<file path="src/rtl/fifo_level_pkg.sv">
// fifo_level_pkg: shared FIFO defaults and depth helper
package fifo_level_pkg;
  localparam int DEF_B = 8;
  localparam int DEF_W = 4;
  function automatic int depth(input int w);
    return 1 << w;
  endfunction
endpackage

</file>
<file path="src/rtl/fifo_level_if.sv">
// fifo_level_if: FIFO bus (rd/wr/w_data/clr_err in; r_data, full/empty, almost flags, count, overflow/underflow out)
interface fifo_level_if #(parameter int B = 8, parameter int W = 4);
  logic         rd;
  logic         wr;
  logic [B-1:0] w_data;
  logic         clr_err;
  logic [B-1:0] r_data;
  logic         full;
  logic         empty;
  logic         almost_full;
  logic         almost_empty;
  logic [W:0]   count;
  logic         overflow;
  logic         underflow;
  modport master (
    output rd, wr, w_data, clr_err,
    input  r_data, full, empty, almost_full, almost_empty, count, overflow, underflow
  );
  modport slave (
    input  rd, wr, w_data, clr_err,
    output r_data, full, empty, almost_full, almost_empty, count, overflow, underflow
  );
endinterface

</file>
<file path="src/rtl/fifo_level_reg_file.sv">
// fifo_level_reg_file: 2**W x B storage, sync write port (wr_en/w_addr/w_data), async read port (r_addr -> r_data)
module fifo_level_reg_file #(parameter int B = 8, parameter int W = 4) (
  input  logic         clk,
  input  logic         wr_en,
  input  logic [W-1:0] w_addr,
  input  logic [B-1:0] w_data,
  input  logic [W-1:0] r_addr,
  output logic [B-1:0] r_data
);
  logic [B-1:0] mem [2**W];
  always_ff @(posedge clk)
    if (wr_en) mem[w_addr] <= w_data;
  assign r_data = mem[r_addr];
endmodule

</file>
<file path="src/rtl/fifo_level.sv">
// fifo_level: show-ahead FIFO with occupancy count, almost flags and sticky overflow/underflow; ports clk, reset (async high), bus (fifo_level_if.slave)
module fifo_level
  import fifo_level_pkg::*;
#(
  parameter int B         = DEF_B,
  parameter int W         = DEF_W,
  parameter int AF_THRESH = depth(W) - 2,
  parameter int AE_THRESH = 1
) (
  input logic        clk,
  input logic        reset,
  fifo_level_if.slave bus
);
  localparam int DEPTH = depth(W);
  logic [W-1:0] w_ptr_q, w_ptr_d, r_ptr_q, r_ptr_d;
  logic [W:0]   count_q, count_d;
  logic         overflow_q, overflow_d, underflow_q, underflow_d;
  logic         wr_acc, rd_acc;
  // a full FIFO still takes a write when a read frees the head slot in the same cycle
  assign wr_acc = bus.wr && (!bus.full || bus.rd);
  assign rd_acc = bus.rd && !bus.empty;
  always_comb begin
    w_ptr_d     = wr_acc ? w_ptr_q + 1'b1 : w_ptr_q;
    r_ptr_d     = rd_acc ? r_ptr_q + 1'b1 : r_ptr_q;
    count_d     = count_q + (W+1)'(wr_acc && !rd_acc) - (W+1)'(rd_acc && !wr_acc);
    overflow_d  = (bus.wr && bus.full && !bus.rd) || (overflow_q && !bus.clr_err);
    underflow_d = (bus.rd && bus.empty) || (underflow_q && !bus.clr_err);
  end
  always_ff @(posedge clk or posedge reset)
    if (reset) begin
      w_ptr_q     <= '0;
      r_ptr_q     <= '0;
      count_q     <= '0;
      overflow_q  <= 1'b0;
      underflow_q <= 1'b0;
    end else begin
      w_ptr_q     <= w_ptr_d;
      r_ptr_q     <= r_ptr_d;
      count_q     <= count_d;
      overflow_q  <= overflow_d;
      underflow_q <= underflow_d;
    end
  fifo_level_reg_file #(.B(B), .W(W)) u_rf (
    .clk    (clk),
    .wr_en  (wr_acc),
    .w_addr (w_ptr_q),
    .w_data (bus.w_data),
    .r_addr (r_ptr_q),
    .r_data (bus.r_data)
  );
  assign bus.count        = count_q;
  assign bus.full         = count_q == (W+1)'(DEPTH);
  assign bus.empty        = count_q == '0;
  assign bus.almost_full  = count_q >= (W+1)'(AF_THRESH);
  assign bus.almost_empty = count_q <= (W+1)'(AE_THRESH);
  assign bus.overflow     = overflow_q;
  assign bus.underflow    = underflow_q;
endmodule
</file>
<file path="src/flat_wrapper.sv">
// flat-port wrapper written by rule: the top's interface ports become plain ports
module fifo_level_flat import fifo_level_pkg::*;
#(
  parameter int B         = DEF_B,
  parameter int W         = DEF_W,
  parameter int AF_THRESH = depth(W) - 2,
  parameter int AE_THRESH = 1
)
  (clk, reset, bus_rd, bus_wr, bus_w_data, bus_clr_err, bus_r_data, bus_full, bus_empty, bus_almost_full, bus_almost_empty, bus_count, bus_overflow, bus_underflow);
  fifo_level_if #(.B(B), .W(W)) bus_i ();
  input logic clk;
  input logic reset;
  input wire logic [$bits(bus_i.rd)-1:0] bus_rd;
  input wire logic [$bits(bus_i.wr)-1:0] bus_wr;
  input wire logic [$bits(bus_i.w_data)-1:0] bus_w_data;
  input wire logic [$bits(bus_i.clr_err)-1:0] bus_clr_err;
  output wire logic [$bits(bus_i.r_data)-1:0] bus_r_data;
  output wire logic [$bits(bus_i.full)-1:0] bus_full;
  output wire logic [$bits(bus_i.empty)-1:0] bus_empty;
  output wire logic [$bits(bus_i.almost_full)-1:0] bus_almost_full;
  output wire logic [$bits(bus_i.almost_empty)-1:0] bus_almost_empty;
  output wire logic [$bits(bus_i.count)-1:0] bus_count;
  output wire logic [$bits(bus_i.overflow)-1:0] bus_overflow;
  output wire logic [$bits(bus_i.underflow)-1:0] bus_underflow;
  assign bus_i.rd = bus_rd;
  assign bus_i.wr = bus_wr;
  assign bus_i.w_data = bus_w_data;
  assign bus_i.clr_err = bus_clr_err;
  assign bus_r_data = bus_i.r_data;
  assign bus_full = bus_i.full;
  assign bus_empty = bus_i.empty;
  assign bus_almost_full = bus_i.almost_full;
  assign bus_almost_empty = bus_i.almost_empty;
  assign bus_count = bus_i.count;
  assign bus_overflow = bus_i.overflow;
  assign bus_underflow = bus_i.underflow;
  fifo_level #(.B(B), .W(W), .AF_THRESH(AF_THRESH), .AE_THRESH(AE_THRESH)) u_core (.clk(clk), .reset(reset), .bus(bus_i));
endmodule
</file>
<file path="config.mk">
export PLATFORM = sky130hd
export DESIGN_NAME = fifo_level_flat
export DESIGN_NICKNAME = d
export VERILOG_FILES = /design/src/rtl/fifo_level_pkg.sv /design/src/rtl/fifo_level_if.sv /design/src/rtl/fifo_level_reg_file.sv /design/src/rtl/fifo_level.sv /design/src/flat_wrapper.sv
export SDC_FILE = /design/constraint.sdc
export NUM_CORES = 1
export LEC_CHECK = 0
export BUFFER_PORTS_ARGS = -buffer_cell sky130_fd_sc_hd__buf_2
export CORE_ASPECT_RATIO = 1.2
export CORE_MARGIN = 10
export CORE_UTILIZATION = 51
export DETAILED_ROUTE_END_ITERATION = 7
export PLACE_DENSITY = 0.68
export SLEW_MARGIN = 0
export SYNTH_ARGS = -nofsm -noshare
export SYNTH_HDL_FRONTEND = slang
export SYNTH_SLANG_ARGS = --single-unit
export TNS_END_PERCENT = 1
</file>
<file path="constraint.sdc">
create_clock -name clk -period 4.36 [get_ports clk]
set_input_delay 0 -clock clk [delete_from_list [all_inputs] [get_ports clk]]
set_output_delay 0 -clock clk [all_outputs]
set_load 0.1 [all_outputs]
</file>
# After elaboration in Yosys (flattened, before gate mapping)
# Memories as Yosys holds them, arrays and structs flattened.
# Cells that the tools add are included.
totals:
  in_bits: 13
  wordCells: 34
  memories: 1
  reg_bits: 15
  out_inout_bits: 19
  ramBits: 128
mem_list:
  columns: ["name", "depth", "word_bits", "rd", "rd_ports_with_merged_regs", "write_ports", "line", "rtl"]
  rows:
  - ["u_core.u_rf.mem", 16, 8, 1, 0, 1, "fifo_level_reg_file.sv:10", "logic [B-1:0] mem [2**W];"]
classes:
  n_reduce_logical: 19
  n_lt_le_gt_ge: 2
  mux: 2
  addsub: 4
  eq_ne: 1
op_table:
  columns: ["cell", "count"]
  rows:
  - ["1-bit logical AND", 9]
  - ["4-bit by 1-bit adder with 4-bit output (second input constant)", 2]
  - ["1-bit logical NOT", 6]
  - ["5-bit by 1-bit adder with 5-bit output", 1]
  - ["5-bit equality test (second input constant)", 1]
  - ["5-bit by 4-bit >= comparator with 1-bit output (second input constant)", 1]
  - ["5-bit by 1-bit less-or-equal comparator with 1-bit output (second input constant)", 1]
  - ["5-bit logical NOT", 1]
  - ["5-bit by 1-bit subtractor with 5-bit output", 1]
  - ["1-bit logical OR", 3]
  - ["1-bit two-way mux", 2]

# Logic depth before layout (Yosys ltp)
logic_depth:
  depth_word: 7
  depth_mapped: 12
  mapped_depth_nobuf: 12

# Hierarchy
# Synthesis repeated with hierarchy kept, for this count alone.
hier_totals:
  hier_cells: 300
  area_unflattened_um2: 5884.4
by_module_without_submodules:
  columns: ["mod", "area_each_um2", "seq_area_each_um2", "cells_per_inst", "instances"]
  rows:
  - ["fifo_level_reg_file", 4987.3, 3843.7, 221, 1]
  - ["fifo_level", 897.1, 375.4, 79, 1]

# Worst setup path before layout
# OpenSTA, ideal clock, no wires.
synth_timing:
  kind: "reg2reg"
  start: "register u_core.count_q[2] (netlist: u_core.bus.count[2])"
  end: "register u_core.count_q[4] (netlist: u_core.bus.count[4])"
  setup_ns: 0.123
  slack_ns: -0.352
  required_time_ns: 4.237
  n_path_buf: 0
  t_arrival_ns: 4.590
  stages_incl_launch_ff: 13
  period_less_slack_ns: 4.712
  cell_sequence: "dfrtp_1 -> inv_1 -> ha_1 -> nor4b_2 -> nand2b_1 -> nor2_1 -> ha_1 -> inv_1 -> ha_1 -> fa_1 -> a21oi_1 -> o21bai_1 -> xnor2_1"
synth_between:
  elab_chain_cells: 7
  word_cells_on_any_way: 13
  cone_classes: "2 x add/sub; 1 x eq/ne; 10 x reduce/logical"
synth_lines:
  columns: ["element", "line", "rtl"]
  rows:
  - ["start, declared", "fifo_level.sv:16", "logic [W:0] count_q, count_d;"]
  - ["start signal, assigned", "fifo_level.sv:39", "count_q <= count_d;"]
  - ["5-bit logical NOT (*)", "fifo_level.sv:53", "assign bus.empty = count_q == '0;"]
  - ["via bus_empty", "flat_wrapper.sv:19", "output wire logic [$bits(bus_i.empty)-1:0] bus_empty;"]
  - ["1-bit logical NOT (*)", "fifo_level.sv:21", "assign rd_acc = bus.rd && !bus.empty;"]
  - ["1-bit logical AND (*)", "fifo_level.sv:21", null]
  - ["1-bit logical NOT", "fifo_level.sv:25", "count_d = count_q + (W+1)'(wr_acc && !rd_acc) - (W+1)'(rd_acc && !wr_acc);"]
  - ["1-bit logical AND", "fifo_level.sv:25", null]
  - ["5-bit by 1-bit adder with 5-bit output", "fifo_level.sv:25", null]
  - ["5-bit by 1-bit subtractor with 5-bit output (*)", "fifo_level.sv:25", null]
  - ["via u_core.count_d[4]", "fifo_level.sv:16", null]
# The timed path passes the listed nets; every way through them passes the cells marked *.
# A chain may end at the register's enable or synchronous reset.

# Worst setup path after layout
layout_timing:
  start: "register u_core.r_ptr_q[1]"
  end: "output port bus_r_data[5]"
layout_between:
  elab_chain_cells: 1
layout_lines:
  columns: ["element", "line", "rtl"]
  rows:
  - ["start, declared", "fifo_level.sv:15", "logic [W-1:0] w_ptr_q, w_ptr_d, r_ptr_q, r_ptr_d;"]
  - ["start signal, assigned", "fifo_level.sv:38", "r_ptr_q <= r_ptr_d;"]
  - ["memory 16 x 8 bit", null, null]
  - ["end, declared", "flat_wrapper.sv:17", "output wire logic [$bits(bus_i.r_data)-1:0] bus_r_data;"]
# No other way between the ends.

==> key figures <==
STA
  • Relative slew margins: 16.6%
  • Final Critical Period: 3.03 ns
  • Fmax: 0.330 GHz
  • Setup TNS after final layout: 0 ns
  • Skew final: 0.0108 ns
  • Final hold vios: 0
  • Worst-margin pin slew: 1.24 ns
  • Setup Viol. Count Final: 0
  • Final period utilization: 69.5%
  • RSZ-0062 raised after global routing: no
  • Max-slew violations: 0

Worst setup path
  • Critical path's largest stage delay: 0.93 ns
  • CP Capture Type: primary output
  • Reg-to-reg slack, setup: 1.56 ns
  • CP Buf/Inv Count: 1
  • Setup crit start: u_core.r_ptr_q[1]
  • WS Path Type: flip-flop to primary output
  • Setup crit start kind: flip-flop
  • Critical Path AT: 3.03 ns
  • R2R cell count: 6
  • Top Family by Delay on Critical Path: simple AND/OR/NAND/NOR gates
  • CP max FO: 20
  • Critical path required time: 4.36 ns
  • Worst R2R End: u_core.u_rf.mem[2][4]
  • CP max stage cell: nor2b_2
  • FF-to-FF Start: u_core.bus.count[2]
  • CP cell instances: nor2b_2 -> a221oi_1 -> a22oi_1 -> nand2_1 -> buf_2

Placement
  • Dpl hpwl: 7890 um
  • Final Wtd Congestion: 0.817
  • Port buffer count: 31

Synth
  • Number of enable flip-flop cells after synthesis: 128
  • Post-synth cell types: 37
  • Post-Syn Area: 6020 um^2
  • Avg Cell Area, Syn: 17.4 um^2
  • Yosys Warn Count: 0
  • Synth top area share: 63.9%
  • Most frequently used flop master after synthesis: edfxtp_1
  • #FFs+latches synth: 143
  • Synth area leaders: edfxtp_1 (64%), dfrtp_1 (6.2%), mux4_2 (6.0%)
  • Post-Synthesis Cells: 345
  • Share of flip-flops with an asynchronous set or reset: 10.5%
  • Sequential element share of the synthesized area: 70.1%
  • Largest area contributor in the netlist: edfxtp_1
  • Total nets after synthesis: 376
  • Top post-synthesis cells by count: edfxtp_1 (128), mux2i_1 (32), nand2_1 (21)
  • Most frequent cell after synthesis: edfxtp_1

Floorplanning
  • Core Box Area: 11600 um^2
  • Placement row count: 43
  • Initial core utilization: 52.0%
  • Full die area: 16600 um^2
  • Die width: 119 um
  • IO Pins: 32
  • Die height: 139 um

Hold path
  • Worst min path class: input port to flip-flop
  • Hold_sp: bus_w_data[6]
  • Hold path depth: 1
  • WHS Endpoint: u_core.u_rf.mem[2][6]

Clock tree
  • TritonCTS Buffers: 17
  • CTS Hold Buffers Added: 9
  • CTS tree: yes
  • Clock sink count: 143
  • Clk slew on worst S/H paths: 0.06 ns
  • Clk_lat worst skew: 0.42 ns
  • Post_cts resized: 0
  • Setup repair bufs after CTS: 0
  • H-tree levels: 4
  • Longest Clk Path Bufs: 2
  • CTS Root Buffer Type: clkbuf_16

Global route
  • Initial antenna violation count: 0
  • Vias in the first global route: 3217
  • GRT Resource Usage Total: 15.3%
  • First-pass GRT wire length: 19100 um
  • Largest net degree at the start of global routing: 26
  • Gr ovfl total: 0

Routing
  • Drc violations: 0
  • Via count: 3100
  • DRT iter0 DRCs: 203
  • Routed wire per std cell: 21.7 um
  • Vias/cell: 5.54
  • Drt total wl: 12100 um
  • DRT Pass-1 Iters: 4
  • Antenna Nets Post-Route: 0

Layout
  • Layout area overhead: 15.4%
  • Fin nets: 421
  • Fraction of layout cells with a size suffix above 1: 22.8%
  • N_diodes: 0

Run status
  • Outcome: completed

Flow run
  • Max-cap violations: 0
-- per-layer routing --
layer,track usage (%),routed length [um]
met1,18.8,5220
met2,24.9,6180
met3,4.36,511
met4,5.99,228
met5,0,0
-- worst register-to-register path, stage by stage, from the launching register on --
cell	delay, ns
dfrtp_1	0.41
inv_1	0.11
ha_1	0.24
nand4bb_1	0.15
o21a_1	0.31
nand2_1	0.20
nor3_1	0.98
-- sequential cells by signal, summed over array words and instances (netlist names) --
name and count:
u_core.w_ptr_q 4, u_core.r_ptr_q 4, u_core.bus.overflow 1, u_core.bus.count 5, u_core.u_rf.mem 128, u_core.bus.underflow 1
-- metrics by stage --
step	util, %	setup slack, ns	std cells	instance area, um^2	hold WS (ns)
floorplan	-	0.377	345	6030	-0.0985
detailed placement	54.1	1.47	518	6250	0.115
global placement	54.1	1.54	518	6250	0.104
global route	60.0	1.14	560	6940	0.00402
finish	60.0	1.33	560	6940	0.00967
CTS	59.9	1.24	559	6930	0.00206
-- worst max path at each step --
stage                                 end  slack, ns  depth (start not counted)
finish                      bus_r_data[5]       1.33                          5
CTS                         bus_r_data[5]       1.24                          5
floorplan             u_core.bus.count[4]       0.38                         12
global placement    u_core.u_rf.mem[0][7]       1.54                          6
global route                bus_r_data[5]       1.14                          5
detailed placement  u_core.u_rf.mem[2][7]       1.47                          6
-- layout by cell type (no fill, tap or decap), drive strengths merged, types with 2 or more instances in the layout --
master         n
nor2          15
ha            17
nand2b         3
mux2i         32
nor3           4
clkinv         6
xnor2          8
buf           33
inv           16
clkinvlp       2
dlygate4sd3   10
mux4          16
edfxtp       128
a21oi          4
nand3          2
a22oi          8
o21ai         10
nand2         21
clkbuf        22
bufinv         2
dfrtp         15
nor2b          2
and2           2
a221oi        16
-- cell type report --
cell class	instances	area (um^2)
fillers	878	4630
multi-input cells	169	1610
inverters	16	60.1
well taps	157	196
repair buffers	43	270
flip-flops and latches	143	4220
clock buffers	22	474
clock inverters	10	113
-- kinds of logic after synthesis --
family                     synth area share (%)
AOI/OAI and AO/OA                          5.99
xor gates and xnor gates                   1.31
adders and majority gates                  3.87
buffers and inverters                      3.31
DFF                                        70.1
muxes                                      11.3
and+or+nand+nor                            4.10
Power is not shown: default switching activity piles up to over one toggle a cycle in this logic, so the estimate is an artifact.
